`src/rtl/pwm_pkg.sv`:
```
// Shared constants and channel-state encoding for the PWM capture block.
package pwm_pkg;

  localparam int unsigned MAX_CH    = 8;
  localparam int unsigned CH_STRIDE = 12;

  localparam logic [6:0] ADR_CTRL   = 7'h00;
  localparam logic [6:0] ADR_PERIOD = 7'h04;
  localparam logic [6:0] ADR_HIGH   = 7'h08;
  localparam logic [6:0] ADR_STATUS = 7'h60;

  typedef enum logic [1:0] {
    ST_IDLE = 2'd0,
    ST_ARM  = 2'd1,
    ST_MEAS = 2'd2
  } ch_state_e;

  // Byte address of a per-channel register.
  function automatic logic [6:0] ch_adrs(input int unsigned ch, input logic [6:0] ofs);
    return 7'(ch * CH_STRIDE) + ofs;
  endfunction

endpackage

```
`src/rtl/pwm_capture_if.sv`:
```
// Register bus shared with the PWM generator: rd/wr strobes, byte address, data.
interface pwm_capture_if;
  logic        rd;
  logic        wr;
  logic [6:0]  adrs;
  logic [31:0] din;
  logic [31:0] dout;

  modport master (output rd, output wr, output adrs, output din, input dout);
  modport slave  (input rd, input wr, input adrs, input din, output dout);
endinterface

```
`src/rtl/pwm_capture_ch.sv`:
```
// One capture channel: input synchronizer, edge detect, measurement FSM,
// running counters and the PERIOD/HIGH result registers.
module pwm_capture_ch
  import pwm_pkg::*;
#(
  parameter int unsigned CW = 32
) (
  input  logic        i_clk,
  input  logic        i_rst_n,
  input  logic        i_pwm,
  input  logic        i_en,
  output logic [31:0] o_period,
  output logic [31:0] o_high,
  output logic        o_valid_set,
  output logic        o_ovf_set
);

  logic          r_s1, r_s2, r_s3;
  logic          w_rise, w_fall;
  ch_state_e     r_state, w_state_nxt;
  logic [CW-1:0] r_cnt, w_cnt_nxt;
  logic [CW-1:0] r_hi, w_hi_nxt;
  logic [CW-1:0] r_period, r_high;
  logic          w_latch;

  // Two-flop synchronizer followed by the edge register.
  always_ff @(posedge i_clk or negedge i_rst_n) begin
    if (!i_rst_n) begin
      r_s1 <= 1'b0;
      r_s2 <= 1'b0;
      r_s3 <= 1'b0;
    end else begin
      r_s1 <= i_pwm;
      r_s2 <= r_s1;
      r_s3 <= r_s2;
    end
  end

  assign w_rise = r_s2 & ~r_s3;
  assign w_fall = ~r_s2 & r_s3;

  // Channel state register.
  always_ff @(posedge i_clk or negedge i_rst_n) begin
    if (!i_rst_n) r_state <= ST_IDLE;
    else          r_state <= w_state_nxt;
  end

  // Next state, counter updates and event pulses; a rise takes priority over overflow.
  always_comb begin
    w_state_nxt = r_state;
    w_cnt_nxt   = r_cnt;
    w_hi_nxt    = r_hi;
    w_latch     = 1'b0;
    o_valid_set = 1'b0;
    o_ovf_set   = 1'b0;
    if (!i_en) begin
      w_state_nxt = ST_IDLE;
      w_cnt_nxt   = '0;
      w_hi_nxt    = '0;
    end else begin
      case (r_state)
        ST_IDLE: begin
          w_state_nxt = ST_ARM;
          w_cnt_nxt   = '0;
        end
        ST_ARM: begin
          if (w_rise) begin
            w_state_nxt = ST_MEAS;
            w_cnt_nxt   = CW'(1);
          end
        end
        ST_MEAS: begin
          if (w_rise) begin
            w_latch     = 1'b1;
            o_valid_set = 1'b1;
            w_cnt_nxt   = CW'(1);
          end else if (r_cnt == '1) begin
            o_ovf_set   = 1'b1;
            w_state_nxt = ST_ARM;
            w_cnt_nxt   = '0;
          end else begin
            w_cnt_nxt = r_cnt + CW'(1);
            if (w_fall) w_hi_nxt = r_cnt;
          end
        end
        default: w_state_nxt = ST_IDLE;
      endcase
    end
  end

  // Running counters and latched results.
  always_ff @(posedge i_clk or negedge i_rst_n) begin
    if (!i_rst_n) begin
      r_cnt    <= '0;
      r_hi     <= '0;
      r_period <= '0;
      r_high   <= '0;
    end else begin
      r_cnt <= w_cnt_nxt;
      r_hi  <= w_hi_nxt;
      if (w_latch) begin
        r_period <= r_cnt;
        r_high   <= r_hi;
      end
    end
  end

  assign o_period = 32'(r_period);
  assign o_high   = 32'(r_high);

endmodule

```
`src/rtl/pwm_capture.sv`:
```
// PWM capture top: CTRL/STATUS registers, address decode, registered read mux,
// and one capture channel per implemented input.
module pwm_capture
  import pwm_pkg::*;
#(
  parameter int unsigned NCH = 8,
  parameter int unsigned CW  = 32
) (
  input  logic           clk,
  input  logic           rst,
  pwm_capture_if.slave   bus,
  input  logic [NCH-1:0] pwmi
);

  logic [MAX_CH-1:0] r_en;
  logic [MAX_CH-1:0] r_valid, r_ovf;
  logic [MAX_CH-1:0] w_valid_set, w_ovf_set;
  logic [MAX_CH-1:0] w_valid_clr, w_ovf_clr;
  logic [31:0]       w_period [MAX_CH];
  logic [31:0]       w_high   [MAX_CH];
  logic [31:0]       w_rdata;
  logic [31:0]       r_dout;
  logic              w_wr_status;
  logic              w_unused_din;

  for (genvar n = 0; n < MAX_CH; n++) begin : g_ch
    if (n < NCH) begin : g_on
      pwm_capture_ch #(.CW(CW)) u_ch (
        .i_clk       (clk),
        .i_rst_n     (rst),
        .i_pwm       (pwmi[n]),
        .i_en        (r_en[n]),
        .o_period    (w_period[n]),
        .o_high      (w_high[n]),
        .o_valid_set (w_valid_set[n]),
        .o_ovf_set   (w_ovf_set[n])
      );
    end else begin : g_off
      assign w_period[n]    = '0;
      assign w_high[n]      = '0;
      assign w_valid_set[n] = 1'b0;
      assign w_ovf_set[n]   = 1'b0;
    end
  end

  assign w_wr_status  = bus.wr && (bus.adrs == ADR_STATUS);
  assign w_valid_clr  = w_wr_status ? bus.din[MAX_CH-1:0] : '0;
  assign w_ovf_clr    = w_wr_status ? bus.din[8 +: MAX_CH] : '0;
  assign w_unused_din = ^bus.din[31:16];

  // Per-channel enable bits; writes to unimplemented channels are dropped.
  always_ff @(posedge clk or negedge rst) begin
    if (!rst) begin
      r_en <= '0;
    end else begin
      for (int unsigned n = 0; n < MAX_CH; n++) begin
        if (bus.wr && (n < NCH) && (bus.adrs == ch_adrs(n, ADR_CTRL))) r_en[n] <= bus.din[0];
      end
    end
  end

  // Sticky status flags: W1C clear, with a same-cycle hardware set winning.
  always_ff @(posedge clk or negedge rst) begin
    if (!rst) begin
      r_valid <= '0;
      r_ovf   <= '0;
    end else begin
      r_valid <= (r_valid & ~w_valid_clr) | w_valid_set;
      r_ovf   <= (r_ovf   & ~w_ovf_clr)   | w_ovf_set;
    end
  end

  // Read decode; unmapped and unaligned addresses return zero.
  always_comb begin
    w_rdata = '0;
    if (bus.adrs == ADR_STATUS) w_rdata = 32'({r_ovf, r_valid});
    for (int unsigned n = 0; n < MAX_CH; n++) begin
      if (n < NCH) begin
        if (bus.adrs == ch_adrs(n, ADR_CTRL))   w_rdata = {31'h0, r_en[n]};
        if (bus.adrs == ch_adrs(n, ADR_PERIOD)) w_rdata = w_period[n];
        if (bus.adrs == ch_adrs(n, ADR_HIGH))   w_rdata = w_high[n];
      end
    end
  end

  // Registered read data, loaded only on rd; a same-cycle write is not yet visible.
  always_ff @(posedge clk or negedge rst) begin
    if (!rst)        r_dout <= '0;
    else if (bus.rd) r_dout <= w_rdata;
  end

  assign bus.dout = r_dout;

endmodule

```
`src/flat_wrapper.sv`:
```
// flat-port wrapper written by rule: the top's interface ports become plain ports
module pwm_capture_flat import pwm_pkg::*;
#(
  parameter int unsigned NCH = 8,
  parameter int unsigned CW  = 32
)
  (clk, rst, pwmi, bus_rd, bus_wr, bus_adrs, bus_din, bus_dout);
  pwm_capture_if bus_i ();
  input  logic clk;
  input  logic rst;
  input  logic [NCH-1:0] pwmi;
  input wire logic [$bits(bus_i.rd)-1:0] bus_rd;
  input wire logic [$bits(bus_i.wr)-1:0] bus_wr;
  input wire logic [$bits(bus_i.adrs)-1:0] bus_adrs;
  input wire logic [$bits(bus_i.din)-1:0] bus_din;
  output wire logic [$bits(bus_i.dout)-1:0] bus_dout;
  assign bus_i.rd = bus_rd;
  assign bus_i.wr = bus_wr;
  assign bus_i.adrs = bus_adrs;
  assign bus_i.din = bus_din;
  assign bus_dout = bus_i.dout;
  pwm_capture #(.NCH(NCH), .CW(CW)) u_core (.clk(clk), .rst(rst), .bus(bus_i), .pwmi(pwmi));
endmodule
```
`config.mk`:
```
export PLATFORM = sky130hd
export DESIGN_NAME = pwm_capture_flat
export DESIGN_NICKNAME = d
export VERILOG_FILES = /design/src/rtl/pwm_pkg.sv /design/src/rtl/pwm_capture_if.sv /design/src/rtl/pwm_capture_ch.sv /design/src/rtl/pwm_capture.sv /design/src/flat_wrapper.sv
export SDC_FILE = /design/constraint.sdc
export NUM_CORES = 2
export LEC_CHECK = 0
export ABC_AREA = 1
export BUFFER_PORTS_ARGS = -buffer_cell sky130_fd_sc_hd__buf_2
export CORE_AREA = 2 2 317 351
export CTS_CLUSTER_SIZE = 20
export DETAILED_ROUTE_END_ITERATION = 10
export DIE_AREA = 0 0 319 353
export GPL_ROUTABILITY_DRIVEN = 0
export GPL_TIMING_DRIVEN = 0
export HOLD_SLACK_MARGIN = 0.02
export PLACE_DENSITY = 0.6
export SYNTH_ARGS = -nofsm -noshare
export SYNTH_HDL_FRONTEND = slang
export SYNTH_SLANG_ARGS = --single-unit
```
`constraint.sdc`:
```
create_clock -name clk -period 2.8 [get_ports clk]
set_clock_uncertainty 0.1 [all_clocks]
set_input_delay 0.28 -clock clk [delete_from_list [all_inputs] [get_ports clk]]
set_output_delay 0.28 -clock clk [all_outputs]
set_load 0.01 [all_outputs]
```
* After elaboration in Yosys (flattened, before gate mapping)
Cells that the tools add are included.
** Storage, ports and cells
- Flip-flop bits (word level) :: 1120
- Output and inout bits :: 32
- Input bits :: 51
- Word-level logic and storage cells :: 478
** Operators by class
- Eq/ne operators :: 112
- Bitwise gates (word level) :: 38
- Reduce and logical (&&, ||, !) cells :: 42
- $add $sub $neg :: 8
- Muxes and demuxes :: 203
** Operators by type and width (number)
- $mux W32 :: 96
- $pmux W32 S3 :: 8
- $add A32 B1 Y32 const B :: 8
- $eq A32 B32 Y1 const B :: 8
- $ne A3 B3 Y1 const B :: 24
- $mux W2 :: 32
- $ne A2 B2 Y1 const B :: 32
- $eq A7 B7 Y1 const B :: 9
- $eq A7 B6 Y1 const B :: 8
- $mux W1 :: 56
- $pmux W2 S3 :: 8
- $ne A4 B4 Y1 const B :: 8
- $reduce_and A4 Y1 :: 8
- $eq A7 B5 Y1 const B :: 4
- $reduce_and A3 Y1 :: 8
- $and A1 B1 Y1 :: 16
- $and A8 B8 Y8 :: 2
- $eq A2 B1 Y1 const B :: 8
- $eq A2 B2 Y1 const B :: 8
- $logic_not A2 Y1 :: 8
- $mux W16 :: 1
- $mux W8 :: 2
- $not A1 Y1 :: 16
- $not A8 Y8 :: 2
- other kinds (6) :: 23

* Depth between registers and ports, before layout
- Word-level depth :: 26
- Depth in mapped cells :: 21
- Mapped depth without buffers :: 21

* Hierarchy
From an unflattened synthesis, not the netlist that was laid out.
** Second synthesis, totals
- Cells, all modules :: 7000
- Area, all modules :: 56451.6 um2
** By module, submodules not included
- pwm_capture_ch at u_core.g_ch[4].g_on.u_ch ... :: seq. area each 3328.2 um2, cells an instance 764, area an instance 6413.7 um2, instances 4
- pwm_capture_ch at u_core.g_ch[0].g_on.u_ch ... :: seq. area each 3328.2 um2, cells an instance 750, area an instance 6277.3 um2, instances 4
- pwm_capture :: seq. area each 1401.3 um2, cells an instance 944, area an instance 5688.0 um2, instances 1

* Least setup slack after synthesis
No wires, ideal clock.
- Path type :: reg-to-reg
- Start point :: register u_core.g_ch[1].g_on.u_ch.r_state[0]
- End point :: register u_core.g_ch[1].g_on.u_ch.r_cnt[29]
- Period minus slack after synthesis :: 2.585 ns
- Data required time :: 2.564 ns
- Cell stages (with the launch flop) :: 20
- Buffers on the path :: 0
- Data arrival time :: 2.349 ns
- Slack :: 0.215 ns
- Library setup time :: 0.136 ns
- Cells stage by stage :: dfrtp_1 > inv_1 > ha_1 > inv_1 > nand3_1 > nand2_1 > nor2_2 > nand2_1 > inv_2 > nand3_2 > nor2_4 > nand4_2 > nor2_2 > nand3_2 > nor2_1 > nand3_1 > nor3_2 > nand2_1 > nor3_1 > nor3_1
** On the way
- Cells in the longest elaborated chain, start to end :: 3
- Elaborated cells between the ends (all ways) :: 8
- Classes of those cells :: 4 x eq/ne; 2 x mux; 2 x reduce/logical
** Ends and longest elaborated chain
- start, declared :: line pwm_capture_ch.sv:20 : ch_state_e r_state, w_state_nxt;
- start signal, assigned :: line pwm_capture_ch.sv:45 : else r_state <= w_state_nxt;
- $eq A2 B2 Y1, or another cell as far along :: line pwm_capture_ch.sv:61 : case (r_state)
- $pmux W32 S3, or another cell as far along :: line pwm_capture_ch.sv:61
- $mux W32 or $reduce_and A2 Y1 (tied branches)
- end signal, assigned :: line pwm_capture_ch.sv:99 : r_cnt <= w_cnt_nxt;
- end, declared :: line pwm_capture_ch.sv:21 : logic [CW-1:0] r_cnt, w_cnt_nxt;
Several ways; a longest one is shown, not always the timed one.
A chain may end at the register's enable or synchronous reset.

* Worst setup path in the final report
- Start point :: register u_core.r_ovf[5]
- End point :: register u_core.r_dout[13] (netlist: u_core.bus.dout[13])
** On the way
- Cells in the longest elaborated chain, start to end :: 25
** Ends and longest elaborated chain
- start, declared :: line pwm_capture.sv:16 : logic [MAX_CH-1:0] r_valid, r_ovf;
- start signal, assigned :: line pwm_capture.sv:69 : r_ovf <= (r_ovf & ~w_ovf_clr) | w_ovf_set;
- $mux W16 :: line pwm_capture.sv:76 : if (bus.adrs == ADR_STATUS) w_rdata = 32'({r_ovf, r_valid});
- $mux W32 :: line pwm_capture.sv:79 : if (bus.adrs == ch_adrs(n, ADR_CTRL)) w_rdata = {31'h0, r_en[n]};
- $mux W32 :: line pwm_capture.sv:80 : if (bus.adrs == ch_adrs(n, ADR_PERIOD)) w_rdata = w_period[n];
- $mux W32 :: line pwm_capture.sv:81 : if (bus.adrs == ch_adrs(n, ADR_HIGH)) w_rdata = w_high[n];
- $mux W32 :: line pwm_capture.sv:79
- $mux W32 :: line pwm_capture.sv:80
- $mux W32 :: line pwm_capture.sv:81
- $mux W32 :: line pwm_capture.sv:79
- [... 9 more ...]
- $mux W32 :: line pwm_capture.sv:80
- $mux W32 :: line pwm_capture.sv:81
- $mux W32 :: line pwm_capture.sv:79
- $mux W32 :: line pwm_capture.sv:80
- $mux W32 :: line pwm_capture.sv:81
- $mux W32 :: line pwm_capture.sv:79
- $mux W32 :: line pwm_capture.sv:80
- $mux W32 :: line pwm_capture.sv:81
- end signal, assigned :: line pwm_capture.sv:89 : else if (bus.rd) r_dout <= w_rdata;
- end, declared :: line pwm_capture.sv:22 : logic [31:0] r_dout;
No other way between the ends.

==> impl_metrics.py <==
metrics = {
    "outcome": {
        "status": "complete, but fails checks",
        "violations": "setup timing",
    },
    "finish": {
        "drive_gt1_share_pct": 15.46,
        "nets": 6253,
        "n_antenna_cell": 0,
        "finalInstanceArea_um2": 60290,
        "areaGrowthSynthToFinish_pct": 20.97,
        "instances_no_fill": 7693,
        "fillCellCount": 9987,
    },
    "logic_synthesis": {
        "syn-cell-area_um2": 49840,
        "ys_types": 52,
        "synthMuxAreaShare_pct": 0.3389,
        "postSynthCellCount": 5800,
        "yosysWarnings": 0,
        "yosys.area.top_type_share_pct": 56.23,
        "synth_compound_area_share_pct": 13.24,
        "synth_fa_ha_area_share_pct": 1.004,
        "synthXorXnorAreaFrac_pct": 0.7029,
        "synth_top_family_by_area": "simple AND/OR/NAND/NOR gates",
        "synth_nets": 5891,
        "yosys-top-cells-area": "dfrtp_1 (56%), nand2_1 (9.4%), o21ai_0 (8.7%)",
        "netlist.top_cell.by_area": "dfrtp_1",
        "syn_area_per_cell_um2": 8.593,
        "synth.ff_latch_count": 1120,
        "yosys.area_share.simple_pct": 20.97,
        "yosysSeqAreaShare_pct": 56.23,
    },
    "floorplanning": {
        "ioPinCount": 83,
        "num_rows": 128,
        "core_um2": 109500,
        "initial_core_util_pct": 45.50,
        "dieArea_um2": 112600,
        "die_height_um": 353,
        "die_w_um": 319,
    },
    "global_routing": {
        "antenna_found_initial": 0,
        "track_usage_pct": 27.44,
        "gr-total-overflow": 0,
        "grt_pass1_wl_mm": 241.5,
        "grt_pass1_vias": 41400,
        "grt_max_degree": 168,
    },
    "setup_path": {
        "critPathArrivalTime_ns": 3.38,
        "r2r_slack_ns": -0.11,
        "r2r_cells": 10,
        "start_kind": "register",
        "crit_type": "reg2reg",
        "path_cells": "nand2_4 > nand4_1 > a21oi_4 > nand4_1 > a21oi_4 > nand4_1 > a21oi_2 > nand3_2 > a221oi_2 > o21ai_1",
        "cp-end-kind": "register",
        "cp_max_fo": 2,
        "cp.required_ns": 3.27,
        "slowest_stage": "dfrtp_1",
        "crit_top_cell": "nand4_1",
        "critPathMaxStageDelay_ns": 0.42,
    },
    "placement": {
        "io_buffers": 65,
        "dp_cells": 7302,
        "post-dp-hpwl_mm": 113.6,
        "placed_cell_area_um2": 52160,
        "dp_slack_ns": -2.244,
    },
    "cts": {
        "cts_sinks": 1120,
        "htree_levels": 3,
        "clock_latency_ns": 0.71,
        "clk_path_buf_depth": 3,
        "cts_tree": "done",
        "cts.clk_slew.worst_paths_ns": 0.06,
        "cts_buffers": 116,
        "cts_root_buffer": "clkbuf_16",
    },
    "timing": {
        "max_freq_mhz": 344.1,
        "maxSlewHeadroom_pct": 15.55,
        "period_share_pct": 103.8,
        "final_max_slew_viol_count": 0,
        "layout_setup_ws_ns": -0.1058,
        "fin_crit_ns": 2.906,
        "worstMarginPinSlew_ns": 1.267,
        "fin_hold_ws_ns": 0.06300,
        "tns_ns": -0.3289,
        "finalHoldViolations": 0,
        "rsz0062_at_grt": "true",
        "setup_viol": 7,
    },
    "power": {
        "vdd_ir_drop_max_v": 0.0005308,
        "leakage_nw": 25.41,
        "powerDensity_nw_per_um2": 569.6,
    },
    "job": {
        "cap_violations": 0,
    },
    "routing": {
        "via_per_inst": 5.464,
        "drtIter0Drc": 3896,
        "drt_first_pass_iters": 6,
        "ant_nets": 0,
        "vias": 42040,
        "drc": 0,
        "routedWlPerCell_um": 20.30,
        "wl_mm": 156.2,
    },
    "min_path": {
        "min_path_type": "in2reg",
        "whs_path_depth": 6,
    },
}
-- per-layer routing --
layer	share of wire, %	vias to the layer above	track usage, %	routed length [um]
met2	48	1176	44.84	74260
met4	3.1	2	8.642	4834
met1	43	20720	37.40	67560
li1	-	19880	-	-
met5	0.088	-	0.8805	138
met3	6.0	256	4.599	9374
-- registers in the layout, summed over array words and instances, names as in the netlist --
register,flops
u_core.g_ch.g_on.u_ch.r_hi,256
u_core.g_ch.g_on.u_ch.r_state,16
u_core.g_ch.g_on.u_ch.o_period,256
u_core.g_ch.g_on.u_ch.r_s1,8
u_core.g_ch.g_on.u_ch.r_s3,8
u_core.r_valid,8
u_core.r_ovf,8
u_core.r_en,8
u_core.bus.dout,32
u_core.g_ch.g_on.u_ch.r_cnt,256
u_core.g_ch.g_on.u_ch.o_high,256
u_core.g_ch.g_on.u_ch.r_s2,8
-- area by class of cell --
type | count | area [um^2] | share of cell area (%)
flip-flops and latches | 1120 | 28040 | 46.51
multi-input cells | 3689 | 20380 | 33.81
clock buffers | 168 | 3431 | 5.691
inverters | 715 | 2715 | 4.503
repair buffers | 242 | 2022 | 3.354
well taps | 1430 | 1789 | 2.968
plain buffers | 278 | 1232 | 2.044
clock inverters | 51 | 678.2 | 1.125
-- metrics by stage --
step / util, % / total power, mW
CTS: 53.13 / 34.48
finish: 55.04 / 34.34
global placement: 47.43 / 17.85
floorplan: - / 17.12
global route: 55.04 / 35.41
detailed placement: 47.62 / 17.87
-- worst max-delay path, delay by kind of cell, from the launching register on --
family	cells	cell delay (ns)
flip-flops	1	0.42
AO/OA/AOI/OAI	5	1.14
AND/OR/NAND/NOR	5	1.09
-- path summary, 6_finish.rpt --
path	startpoint	endpoint
worst max-delay path	u_core.r_ovf[5]	u_core.bus.dout[13]
worst min-delay path	bus_adrs[5]	u_core.bus.dout[0]
worst max register to register	u_core.r_ovf[5]	u_core.bus.dout[13]
worst min register to register	u_core.g_ch[4].g_on.u_ch.r_s1	u_core.g_ch[4].g_on.u_ch.r_s2
max in group asynchronous	rst	u_core.g_ch[5].g_on.u_ch.o_high[13]
min in group asynchronous	rst	u_core.g_ch[1].g_on.u_ch.o_high[3]
-- cell usage after synthesis, drive strengths merged --
cell type	n
clkbuf	246
o221ai	4
o31ai	14
mux2	15
a31o	2
o21ba	1
nor3b	12
nand3b	1
nand2	1250
inv	707
buf	32
a221oi	33
o21ai	897
o41ai	1
and3	2
a22oi	13
nor2	287
nor3	150
o311ai	3
a21oi	217
nand4	108
nor4	34
xor2	40
o21a	6
a31oi	9
a311oi	1
o22ai	7
nand3	505
clkinv	8
a21boi	5
ha	40
o32ai	1
a2bb2oi	2
a211oi	19
dfrtp	1120
o211ai	8
-- cells in the final DEF, fill, tap and decap left out, types with 13 or more instances in the layout --
cell type / netlist / routed
nand2_1: 1243 / 1206
nor4_1: 29 / 17
inv_2: 32 / 62
o21ai_1: 27 / 40
buf_4: 2 / 135
buf_1: 25 / 24
nor2_2: 22 / 31
a21oi_4: 0 / 37
a21oi_1: 217 / 134
inv_1: 675 / 640
mux2_2: 15 / 15
clkinv_2: 0 / 27
a21oi_2: 0 / 46
a211oi_1: 19 / 18
a221oi_2: 0 / 18
buf_2: 5 / 68
nor2_4: 6 / 40
o21ai_0: 870 / 851
nand2_2: 6 / 29
nor3_2: 29 / 29
nand4_1: 104 / 104
dfrtp_1: 1120 / 1109
nand2_4: 1 / 15
nor3_1: 119 / 89
nor3_4: 2 / 32
dlygate4sd3_1: 0 / 29
nand3_2: 9 / 44
clkbuf_16: 0 / 120
clkbuf_2: 1 / 41
xor2_1: 40 / 40
bufinv_16: 0 / 15
ha_1: 40 / 23
a22oi_1: 13 / 13
nand3_1: 495 / 449
clkbuf_1: 245 / 211
clkbuf_8: 0 / 31
nor2_1: 259 / 216
-- power by group --
part | internal, mW | leakage [nW] | switching, mW
combinational | 0.352 | 7.87 | 1.12
sequential | 16.3 | 15.5 | 0.0745
clock | 9.87 | 2.04 | 6.67
total | 26.5 | 25.4 | 7.86
-- cells by family after synthesis --
group                    Yosys count
multiplexers                      15
adder cells (fa/ha/maj)           40
AO/OA/AOI/OAI                   1243
AND/OR/NAND/NOR                 2349
XOR/XNOR                          40
flip-flops                      1120
buffers and inverters            993
-- timing repair --
action	CTS	global route
endpoints found under the hold margin	323	0
gates resized for setup	271	419
buffers inserted	46	90
cloned	0	5
setup endpoints to repair	548	686
hold buffers	32	0
pin swaps	54	122
Note: power is estimated with default switching activity, not from simulation.
